==> src/rtl/fetch_pkg.sv <==
// Shared types for the program-counter / fetch stage.
// PC width, branch offset width and FSM state encoding.
package fetch_pkg;

    localparam int PC_W     = 12;
    localparam int BR_OFF_W = 8;

    typedef logic [PC_W-1:0] pc_t;

    typedef enum logic [1:0] {
        IDLE = 2'd0,
        RUN  = 2'd1,
        DONE = 2'd2
    } pc_state_t;

endpackage

==> src/rtl/pc_next_calc.sv <==
// Combinational next-PC selection: increment, absolute or relative branch.
// All arithmetic wraps modulo 2^D.
module pc_next_calc
    import fetch_pkg::*;
#(
    parameter int D = PC_W
) (
    input  logic [D-1:0]        pc,
    input  logic                br_taken,
    input  logic                br_abs,
    input  logic [D-1:0]        br_target,
    input  logic [BR_OFF_W-1:0] br_offset,
    output logic [D-1:0]        pc_nxt
);

    logic [D-1:0] off_ext;

    assign off_ext = {{(D-BR_OFF_W){br_offset[BR_OFF_W-1]}}, br_offset};

    always_comb begin
        pc_nxt = pc + D'(1);
        unique case (1'b1)
            br_taken && br_abs:  pc_nxt = br_target;
            br_taken && !br_abs: pc_nxt = pc + off_ext;
            default:             pc_nxt = pc + D'(1);
        endcase
    end

endmodule

==> src/rtl/pc_fetch.sv <==
// PC and fetch sequencer: start / run / done FSM driving the ROM address.
// Optional run-cycle watchdog enabled by defining PC_WATCHDOG_EN.
module pc_fetch
    import fetch_pkg::*;
#(
    parameter int D          = PC_W,
    parameter int START_ADDR = 0,
    parameter int TIMEOUT    = 4096
) (
    input  logic                clk,
    input  logic                reset,
    input  logic                start,
    input  logic                stall,
    input  logic                halt,
    input  logic                br_taken,
    input  logic                br_abs,
    input  logic [D-1:0]        br_target,
    input  logic [BR_OFF_W-1:0] br_offset,
    output logic [D-1:0]        prog_ctr,
    output logic                running,
    output logic                done,
    output logic                timeout
);

    localparam logic [D-1:0] START_PC = D'(START_ADDR);

    pc_state_t    state;
    logic [D-1:0] pc_nxt;
    logic         wd_hit;
    logic         halt_eff;

    assign halt_eff = halt && !stall;

    pc_next_calc #(
        .D(D)
    ) u_next (
        .pc        (prog_ctr),
        .br_taken  (br_taken),
        .br_abs    (br_abs),
        .br_target (br_target),
        .br_offset (br_offset),
        .pc_nxt    (pc_nxt)
    );

`ifdef PC_WATCHDOG_EN
    localparam logic [15:0] WD_LAST = 16'(TIMEOUT - 1);

    logic [15:0] run_cnt;

    assign wd_hit = (state == RUN) && (run_cnt == WD_LAST);

    always_ff @(posedge clk) begin
        if (reset || start) begin
            run_cnt <= '0;
            timeout <= 1'b0;
        end else if (state == RUN) begin
            run_cnt <= run_cnt + 16'd1;
            if (wd_hit && !halt_eff)
                timeout <= 1'b1;
        end
    end
`else
    assign wd_hit  = 1'b0;
    assign timeout = 1'b0;
`endif

    always_ff @(posedge clk) begin
        if (reset || start) begin
            state    <= IDLE;
            prog_ctr <= START_PC;
            running  <= 1'b0;
            done     <= 1'b0;
        end else begin
            unique case (state)
                IDLE: begin
                    state   <= RUN;
                    running <= 1'b1;
                end
                RUN: begin
                    // halt beats the watchdog so a clean finish never reports timeout
                    if (halt_eff || wd_hit) begin
                        state   <= DONE;
                        running <= 1'b0;
                        done    <= 1'b1;
                    end else if (!stall) begin
                        prog_ctr <= pc_nxt;
                    end
                end
                DONE: begin
                    done <= 1'b1;
                end
                default: begin
                    state   <= IDLE;
                    running <= 1'b0;
                end
            endcase
        end
    end

endmodule

==> config.mk <==
export PLATFORM = sky130hd
export DESIGN_NAME = pc_fetch
export DESIGN_NICKNAME = d
export VERILOG_FILES = /design/src/rtl/fetch_pkg.sv /design/src/rtl/pc_next_calc.sv /design/src/rtl/pc_fetch.sv
export SDC_FILE = /design/constraint.sdc
export NUM_CORES = 1
export LEC_CHECK = 0
export ABC_AREA = 0
export CORE_MARGIN = 2
export CORE_UTILIZATION = 46
export CTS_CLUSTER_DIAMETER = 100
export DETAILED_ROUTE_END_ITERATION = 16
export PLACE_DENSITY = 0.88
export RECOVER_POWER = 100
export SYNTH_ARGS = -nofsm -noshare
export SYNTH_HDL_FRONTEND = slang
export SYNTH_SLANG_ARGS = --single-unit
==> constraint.sdc <==
create_clock -name clk -period 3.6 [get_ports clk]
set_clock_uncertainty 0.15 [all_clocks]
set_input_delay 1.08 -clock clk [delete_from_list [all_inputs] [get_ports clk]]
set_output_delay 1.08 -clock clk [all_outputs]
set_load 0.02 [all_outputs]
* Word-level counts from Yosys, hierarchy flattened
Index checks and enable logic that the tools add are counted.
Storage, ports and cells: register bits 16, bits of input ports 27, output and inout bits 15, word-level logic and storage cells 30
Operators by class: add/sub/neg operators 2, eq/ne operators 3, muxes and demuxes 7, bitwise logic cells 3, reductions and logical operators 11
Operator list (count):
- 12-bit one-hot mux with 2 select lines | 1
- 12-bit by 1-bit adder with 12-bit output, second input constant | 1
- 12-bit adder | 1
- 2-bit one-hot mux with 3 select lines | 1
- 2-bit AND reduction | 2
- 1-bit logical AND | 3
- 1-bit inverter | 3
- 1-bit one-hot mux with 3 select lines | 1
- 3-bit AND reduction | 1
- 2-bit by 1-bit equality test with 1-bit output, second input constant | 1
- 2-bit equality test, second input constant | 1
- 1-bit zero test | 2
- 2-bit zero test | 1
- 1-bit two-way mux | 2
- 2-bit two-way mux | 1
- 2-bit inequality test, second input constant | 1
- 1-bit one-hot mux with 2 select lines | 1
- 2-bit nonzero test | 1
- 1-bit logical OR | 1

* Depth between registers and ports, before layout
Gate-level depths: netlist of run 1.
depth in word-level cells 4, depth in mapped cells 11, mapped depth without buffers 11

* Hierarchy
Synthesis of run 1 repeated with hierarchy kept, for this count alone.
Unflattened totals: cells, all modules 193, area total of the unflattened synthesis 1574.0 um^2
By module, submodules not included:
- pc_next_calc | times used 1, cells an instance 124, area each 829.5 um^2, sequential area each 0.0 um^2
- pc_fetch | times used 1, cells an instance 69, area each 744.5 um^2, sequential area each 300.3 um^2

* Worst setup path after synthesis of run 1
No wires, ideal clock.
path type in2reg, start input port br_taken, end register prog_ctr[7], library setup time 0.074 ns, arrival time 3.170 ns, required time 3.376 ns, slack 0.206 ns, cell stages on the path 10, path buffers 1, cells stage by stage nor2b_1 > and2_1 > ha_1 > o21ai_0 > o21a_1 > or3_1 > buf_6 > xnor2_1 > or4_1 > a31oi_1
Between the ends: longest elaborated chain between the ends 2
RTL lines:
- start, declared | RTL line pc_fetch.sv:15 | input logic br_taken,
- 1-bit logical AND, on equally long branches | RTL line pc_next_calc.sv:24, pc_next_calc.sv:23
- 12-bit one-hot mux with 2 select lines (*) | RTL line pc_next_calc.sv:22 | unique case (1'b1)
- end signal, assigned | RTL line pc_fetch.sv:86 | prog_ctr <= pc_nxt;
- end, declared | RTL line pc_fetch.sv:19 | output logic [D-1:0] prog_ctr,
Mark *: on every way between the ends. The rest lies on a longest branch, timed or not. A chain may end at the register's enable or synchronous reset.

* Worst setup path in the final report of run 1
start input port br_taken, end register prog_ctr[8]
Same word-level chain as after synthesis.

==> results of run 1 <==
critical path, cell delays in order:
cell	delay, ns
clkdlybuf4s50_1	0.48
nor2b_4	0.24
nand2_2	0.08
buf_4	0.14
fa_2	0.36
nor2b_2	0.15
o31ai_2	0.08
a21oi_1	0.14
mux2_2	0.35
and3_1	0.18
o31a_1	0.26
metrics by stage:
step           instances  power, W  hold slack (ns)
6_report             253  0.000378            0.346
5_1_grt              253  0.000394            0.382
4_1_cts              252  0.000374            0.338
3_5_place_dp         248  0.000268            0.328
3_3_place_gp         248  0.000266            0.293
2_1_floorplan        168  0.000220            0.295
registers in the layout (all words and copies together) (netlist names):
| register | cells |
|---|---|
| done | 1 |
| state | 2 |
| prog_ctr | 12 |
metal layers:
metal / vias to the layer above / share of wire / track usage / routed length, um
li1: 729 / - / - / -
met2: 49 / 0.47 / 0.376 / 1790
met1: 691 / 0.46 / 0.327 / 1740
met5: - / 0 / 0 / 0
met3: 8 / 0.050 / 0.0317 / 190
met4: 0 / 0.018 / 0.0963 / 70
power by group through the flow:
stage	clock, W	combinational [W]	sequential [W]
floorplan	0	0.0000424	0.000178
detailed placement	0	0.0000919	0.000176
global route	0.000118	0.000104	0.000173
CTS	0.000108	0.0000935	0.000172
finish	0.000110	0.0000957	0.000172
global placement	0	0.0000904	0.000176
worst max path at each step:
stage	start	endpoint	slack, ns	depth (start not counted)
2_1_floorplan	br_taken	prog_ctr[7]$_SDFFE_PP0P_	0.21	10
3_3_place_gp	br_taken	prog_ctr[8]$_SDFFE_PP0P_	-0.46	11
3_5_place_dp	br_taken	prog_ctr[8]$_SDFFE_PP0P_	-0.55	11
4_1_cts	br_taken	prog_ctr[8]$_SDFFE_PP0P_	0.008	11
5_1_grt	br_taken	prog_ctr[11]$_SDFFE_PP0P_	-0.02	10
6_report	br_taken	prog_ctr[8]$_SDFFE_PP0P_	0.10	11
kinds of logic (layout without fill, tap and decap cells):
| kind of cell | Yosys count | count (layout) |
|---|---|---|
| fa+ha+maj | 8 | 8 |
| simple gates | 67 | 67 |
| xor+xnor | 4 | 4 |
| buf+inv | 16 | 70 |
| flops | 15 | 15 |
| compound gates | 52 | 52 |
| other cells | 1 | 1 |
| mux | 5 | 5 |
placed cells by master, fill, tap and decap left out, drive strengths merged, types with 2 or more instances in the layout:
cell,netlist,layout
a2111oi,2,2
or4,2,2
nor2,11,11
nand2b,3,3
nor2b,3,3
clkdlybuf4s50,0,29
dfxtp,15,15
nand2,15,15
a21oi,14,14
and3,3,3
o31a,2,2
buf,7,22
mux2i,4,4
or3,3,3
or2,2,2
and2,7,7
a311oi,2,2
dlygate4sd3,0,10
nor3,8,8
a31oi,2,2
o21ai,8,8
a211oi,11,11
a21o,3,3
nand3,5,5
o221ai,2,2
clkbuf,5,4
xnor2,3,3
inv,4,4
o21a,2,2
ha,7,7
layout make-up:
type	instances	area, um2
fillers	212	823
inverters	4	15.0
flip-flops and latches	15	300
well taps	31	38.8
repair buffers	62	568
clock buffers	4	26.3
multi-input cells	137	962
what timing repair did:
item,4_1_cts,5_1_grt
endpoints found under the hold margin,0,0
resized for setup,3,11
endpoints found under the setup margin,5,5
buffers inserted,0,1
==> metrics, run 1 <==
DP Worst Slack=-0.553 ns; number of global-route vias before repair=1415; ratio of cells with drive above 1 in the final layout=0.185; Critical Path End Type=flip-flop; minimum clock period=3.50 ns; Avg Cell Area, Syn=7.75 um2; Clk pwr share=0.291; Syn Inst Count=168; I/O Pins=42; wire length per cell=15.0 um; H-tree depth=1; PortBufs=40; post-cts hold buffer count=0; CORE AREA=2730 um2; antenna viol nets, final=0; post-synthesis adder-cell area fraction=0.0826; combinational share of power=0.253; # clock sinks=15; Worst Reg2Reg Path Length in Cells=9; worst hold start=state[1]$_SDFFE_PP0P_; Via Count=1477; Setup CP Type=input port to flip-flop; Placed Area=1820 um2; P&R area growth vs syn=46.7%; fin crit share=0.971; worst r2r dst=prog_ctr[8]$_SDFFE_PP0P_; Final Hold Fails=0; Pwr per Cell Area=198 nW/um2; Starting Density=0.476; RSZ-0062 raised after global routing=yes; status=complete, no violations; number of DRC markers in iteration 0=69; max-slew violations=0; Nets=258; xor-xnor portion of the synthesized cell area=0.0269; TritonRoute pass-1 iters=4; clock insertion delay at the later pin of the skew report=0.30 ns; asr flop ratio synth=0; fin worst setup slack=0.103 ns; Yosys warning count=0; count of cell types in the netlist=45; Worst Tran Pin Value=0.690 ns; R2R setup slack=1.23 ns; Tot GR Track Use=0.237; n_diodes=0; Die X=57.2 um; Clock Tree Root=clkbuf_4; Max rail drop VDD=156 uV; post-synth top area cell=dfxtp_1; max-cap viol count=0; DIE AREA=3270 um2; design internal power=0.000265 W; FF-to-FF Start=prog_ctr[0]$_SDFFE_PP0P_; Sw Share=0.299; initial antenna violation count=0; design area=1910 um2; largest net degree at the start of global routing=20; CP Data Arrival Time=3.55 ns; crit path launch type=input port; first-pass GRT wire length=6180 um; Psw=0.000113 W; Synth Area in Compound Gates=0.278; Main synth FF type=dfxtp_1; Post-Syn Area=1300 um2; worst hold endpoint=state[0]$_SDFFE_PP0P_; area share of the largest cell type after synthesis=0.231; Setup Viol. Count Final=0; clock slew at reported path FFs=0.11 ns; relative slew slack=0.540; Synth top cells by count=dfxtp_1, nand2_1, a21oi_1; routability cong.=0.921; height of the die=57.2 um; CTS tree=yes; EDFF count, synth=0; Critical Path RT=3.66 ns; Syn Nets=203; critical path peak fanout=7; hold path depth=1; sequential power share=0.455; largest family of logic cells by synthesized area=compound AO/OA/AOI/OAI gates; Num CTS Buffers=3; Final Util=0.699; DRC viols=0; sequential area share after synthesis=0.231; post-DR vias/cell=5.84; Post-Synth Simple-Gate Area=0.270; f_max=286 MHz; Setup TNS Final=0 ns; num rows=19; post-synthesis mux area share=0.0394; grt total ovfl=0; Routed WL=3800 um; worst hold path type=flip-flop to flip-flop; dpl hpwl=2750 um; CTS Buffer Depth=2; largest cells by area after synthesis=dfxtp_1, ha_1, a211oi_1, a21oi_1, nand2_1; Yosys reg bits=15; Lkg Pwr=0.796 nW
Note: power is estimated with default switching activity, not from simulation.
==> run 2, diff against run 1 <==
--- a/config.mk
+++ b/config.mk
@@ -10,6 +10,7 @@
 export CORE_UTILIZATION = 46
 export CTS_CLUSTER_DIAMETER = 100
 export DETAILED_ROUTE_END_ITERATION = 16
+export GPL_TIMING_DRIVEN = 0
 export PLACE_DENSITY = 0.88
 export RECOVER_POWER = 100
 export SYNTH_ARGS = -nofsm -noshare
==> constraint.sdc (replaced) <==
create_clock -name clk -period 3.6 [get_ports clk]
set_clock_uncertainty 0.15 [all_clocks]
set_input_delay 1.08 -clock clk [delete_from_list [all_inputs] [get_ports clk]]
set_output_delay 1.08 -clock clk [all_outputs]
set_load 0.05 [all_outputs]
==> metrics, run 2 (synthesis gave the netlist of run 1 again) <==
CP peak stage delay=0.46 ns; first-pass GRT wire length=5940 um; Num CTS Buffers=3; Critical Path End Type=flip-flop; Largest Register=prog_ctr; initial antenna violation count=0; post-cts hold buffer count=0; number of DRC markers in iteration 0=56; n_diodes=0; Crit path depth=11; DRC viols=0; number of global-route vias before repair=1326; critical path startpoint=br_offset[0]; dpl hpwl=2640 um; placed cell count=239; Pwr per Cell Area=212 nW/um2; Max rail drop VDD=223 uV; fin crit share=0.967; Setup TNS Final=0 ns; max reg flops=12; antenna viol nets, final=0; Final Hold Fails=0; most frequent cells in the layout=clkdlybuf4s50_1, nand2_1, dfxtp_1, dlygate4sd3_1, a21oi_1; Fillers=241; Via Count=1438; CORE AREA=2730 um2; grt total ovfl=0; Worst Tran Pin Value=0.510 ns; RSZ-0062 raised after global routing=no; ratio of cells with drive above 1 in the final layout=0.118; commonest non-fill, non-tap cell in the layout=clkdlybuf4s50_1; Nets=248; crit path launch type=input port; fin cells=243; Critical-path top delay cell=clkdlybuf4s50_1; CTS Buffer Depth=2; FF-to-FF Start=prog_ctr[0]$_SDFFE_PP0P_; # clock sinks=15; clock slew at reported path FFs=0.11 ns; max-cap viol count=0; f_max=287 MHz; num rows=19; relative slew slack=0.659; wire length per cell=14.9 um; Starting Density=0.476; routability cong.=0.887; Seq. cell area=300 um2; worst r2r dst=prog_ctr[8]$_SDFFE_PP0P_; height of the die=57.2 um; critical path peak fanout=4; H-tree depth=1; PortBufs=40; minimum clock period=3.48 ns; Setup Viol. Count Final=0; CTS tree=yes; post-DR vias/cell=5.92; Tot GR Track Use=0.234; P&R area growth vs syn=37.7%; largest net degree at the start of global routing=11; Lkg Pwr=0.743 nW; biggest regs=prog_ctr: 12 flops, state: 2 flops, done: 1 flops; Setup CP Type=input port to flip-flop; TritonRoute pass-1 iters=4; Routed WL=3620 um; Worst Setup EP=prog_ctr[8]$_SDFFE_PP0P_; Placed Area=1740 um2; R2R setup slack=1.06 ns; worst hold path type=flip-flop to flip-flop; CP Data Arrival Time=3.55 ns; Critical Path RT=3.67 ns; Worst Reg2Reg Path Length in Cells=9; crit-path leading delay family=compound AO/OA/AOI/OAI gates; Die X=57.2 um; Clock Tree Root=clkbuf_4; max-slew violations=0; area of the multi-input gates=937 um2; final hold slack=0.311 ns; Buf+Inv Stages, Crit Path=2; I/O Pins=42; status=complete, no violations; DIE AREA=3270 um2; design area=1790 um2; worst path cell trace=clkdlybuf4s50_1 -> nand2b_1 -> ha_2 -> inv_1 -> fa_2 -> nor2b_4 -> o31ai_1 -> a21oi_1 -> mux2_4 -> and3_1 -> o31a_1; clock insertion delay at the later pin of the skew report=0.31 ns
run 2: worst min path at each step:
stage	to	start	slack [ns]	cells after the start
finish	done$_SDFFE_PP0P_	done$_SDFFE_PP0P_	0.31	1
CTS	done$_SDFFE_PP0P_	done$_SDFFE_PP0P_	0.32	1
global route	done$_SDFFE_PP0P_	done$_SDFFE_PP0P_	0.33	1
floorplan	state[0]$_SDFFE_PP0P_	state[1]$_SDFFE_PP0P_	0.30	1
global placement	done$_SDFFE_PP0P_	done$_SDFFE_PP0P_	0.29	1
detailed placement	done$_SDFFE_PP0P_	done$_SDFFE_PP0P_	0.29	1
run 2: area by class of cell:
type,instances,share of cell area
sequential,15,0.167
clock inverter,1,0.00279
multi-input combinational,137,0.523
inverter,4,0.00837
clock buffer,3,0.0126
tap,31,0.0216
timing repair buffer,40,0.222
buffer,12,0.0426
run 2: stage by stage:
step           total power (W)   util  setup WS (ns)
2_1_floorplan         0.000227      -          0.205
3_3_place_gp          0.000271  0.637         -0.731
3_5_place_dp          0.000273  0.637         -0.830
4_1_cts               0.000380  0.652         0.0689
5_1_grt               0.000394  0.656        0.00251
6_report              0.000379  0.656          0.118
run 2: what timing repair did:
item	4_1_cts	5_1_grt
buffers inserted	0	0
pin swaps	0	1
resized for setup	7	6
setup endpoints to repair	6	2
run 2: metal layers:
layer / vias to the layer above / global-route usage / routed length, um
met1: 666 / 0.312 / 1590
li1: 713 / - / -
met4: 0 / 0.113 / 64
met2: 52 / 0.368 / 1710
met3: 7 / 0.0363 / 252
met5: - / 0 / 0
run 2: report_power, final:
group | switching (W) | internal, W
combinational | 0.0000496 | 0.0000498
sequential | 0.00000211 | 0.000169
clock | 0.0000675 | 0.0000416
run 2: worst register-to-register path, cell delays in order (launching register included):
cell and delay (ns):
dfxtp_1 0.38, ha_2 0.22, inv_1 0.06, fa_2 0.36
nor2b_4 0.16, o31ai_1 0.11, a21oi_1 0.24, mux2_4 0.33
and3_1 0.18, o31a_1 0.26
==> run 3, diff against run 2 <==
--- a/config.mk
+++ b/config.mk
@@ -9,6 +9,7 @@
 export CORE_MARGIN = 2
 export CORE_UTILIZATION = 46
 export CTS_CLUSTER_DIAMETER = 100
+export CTS_CLUSTER_SIZE = 28
 export DETAILED_ROUTE_END_ITERATION = 16
 export GPL_TIMING_DRIVEN = 0
 export PLACE_DENSITY = 0.88
==> results of run 3 <==
The final DEF is identical to that of run 2; final timing and power are the same.
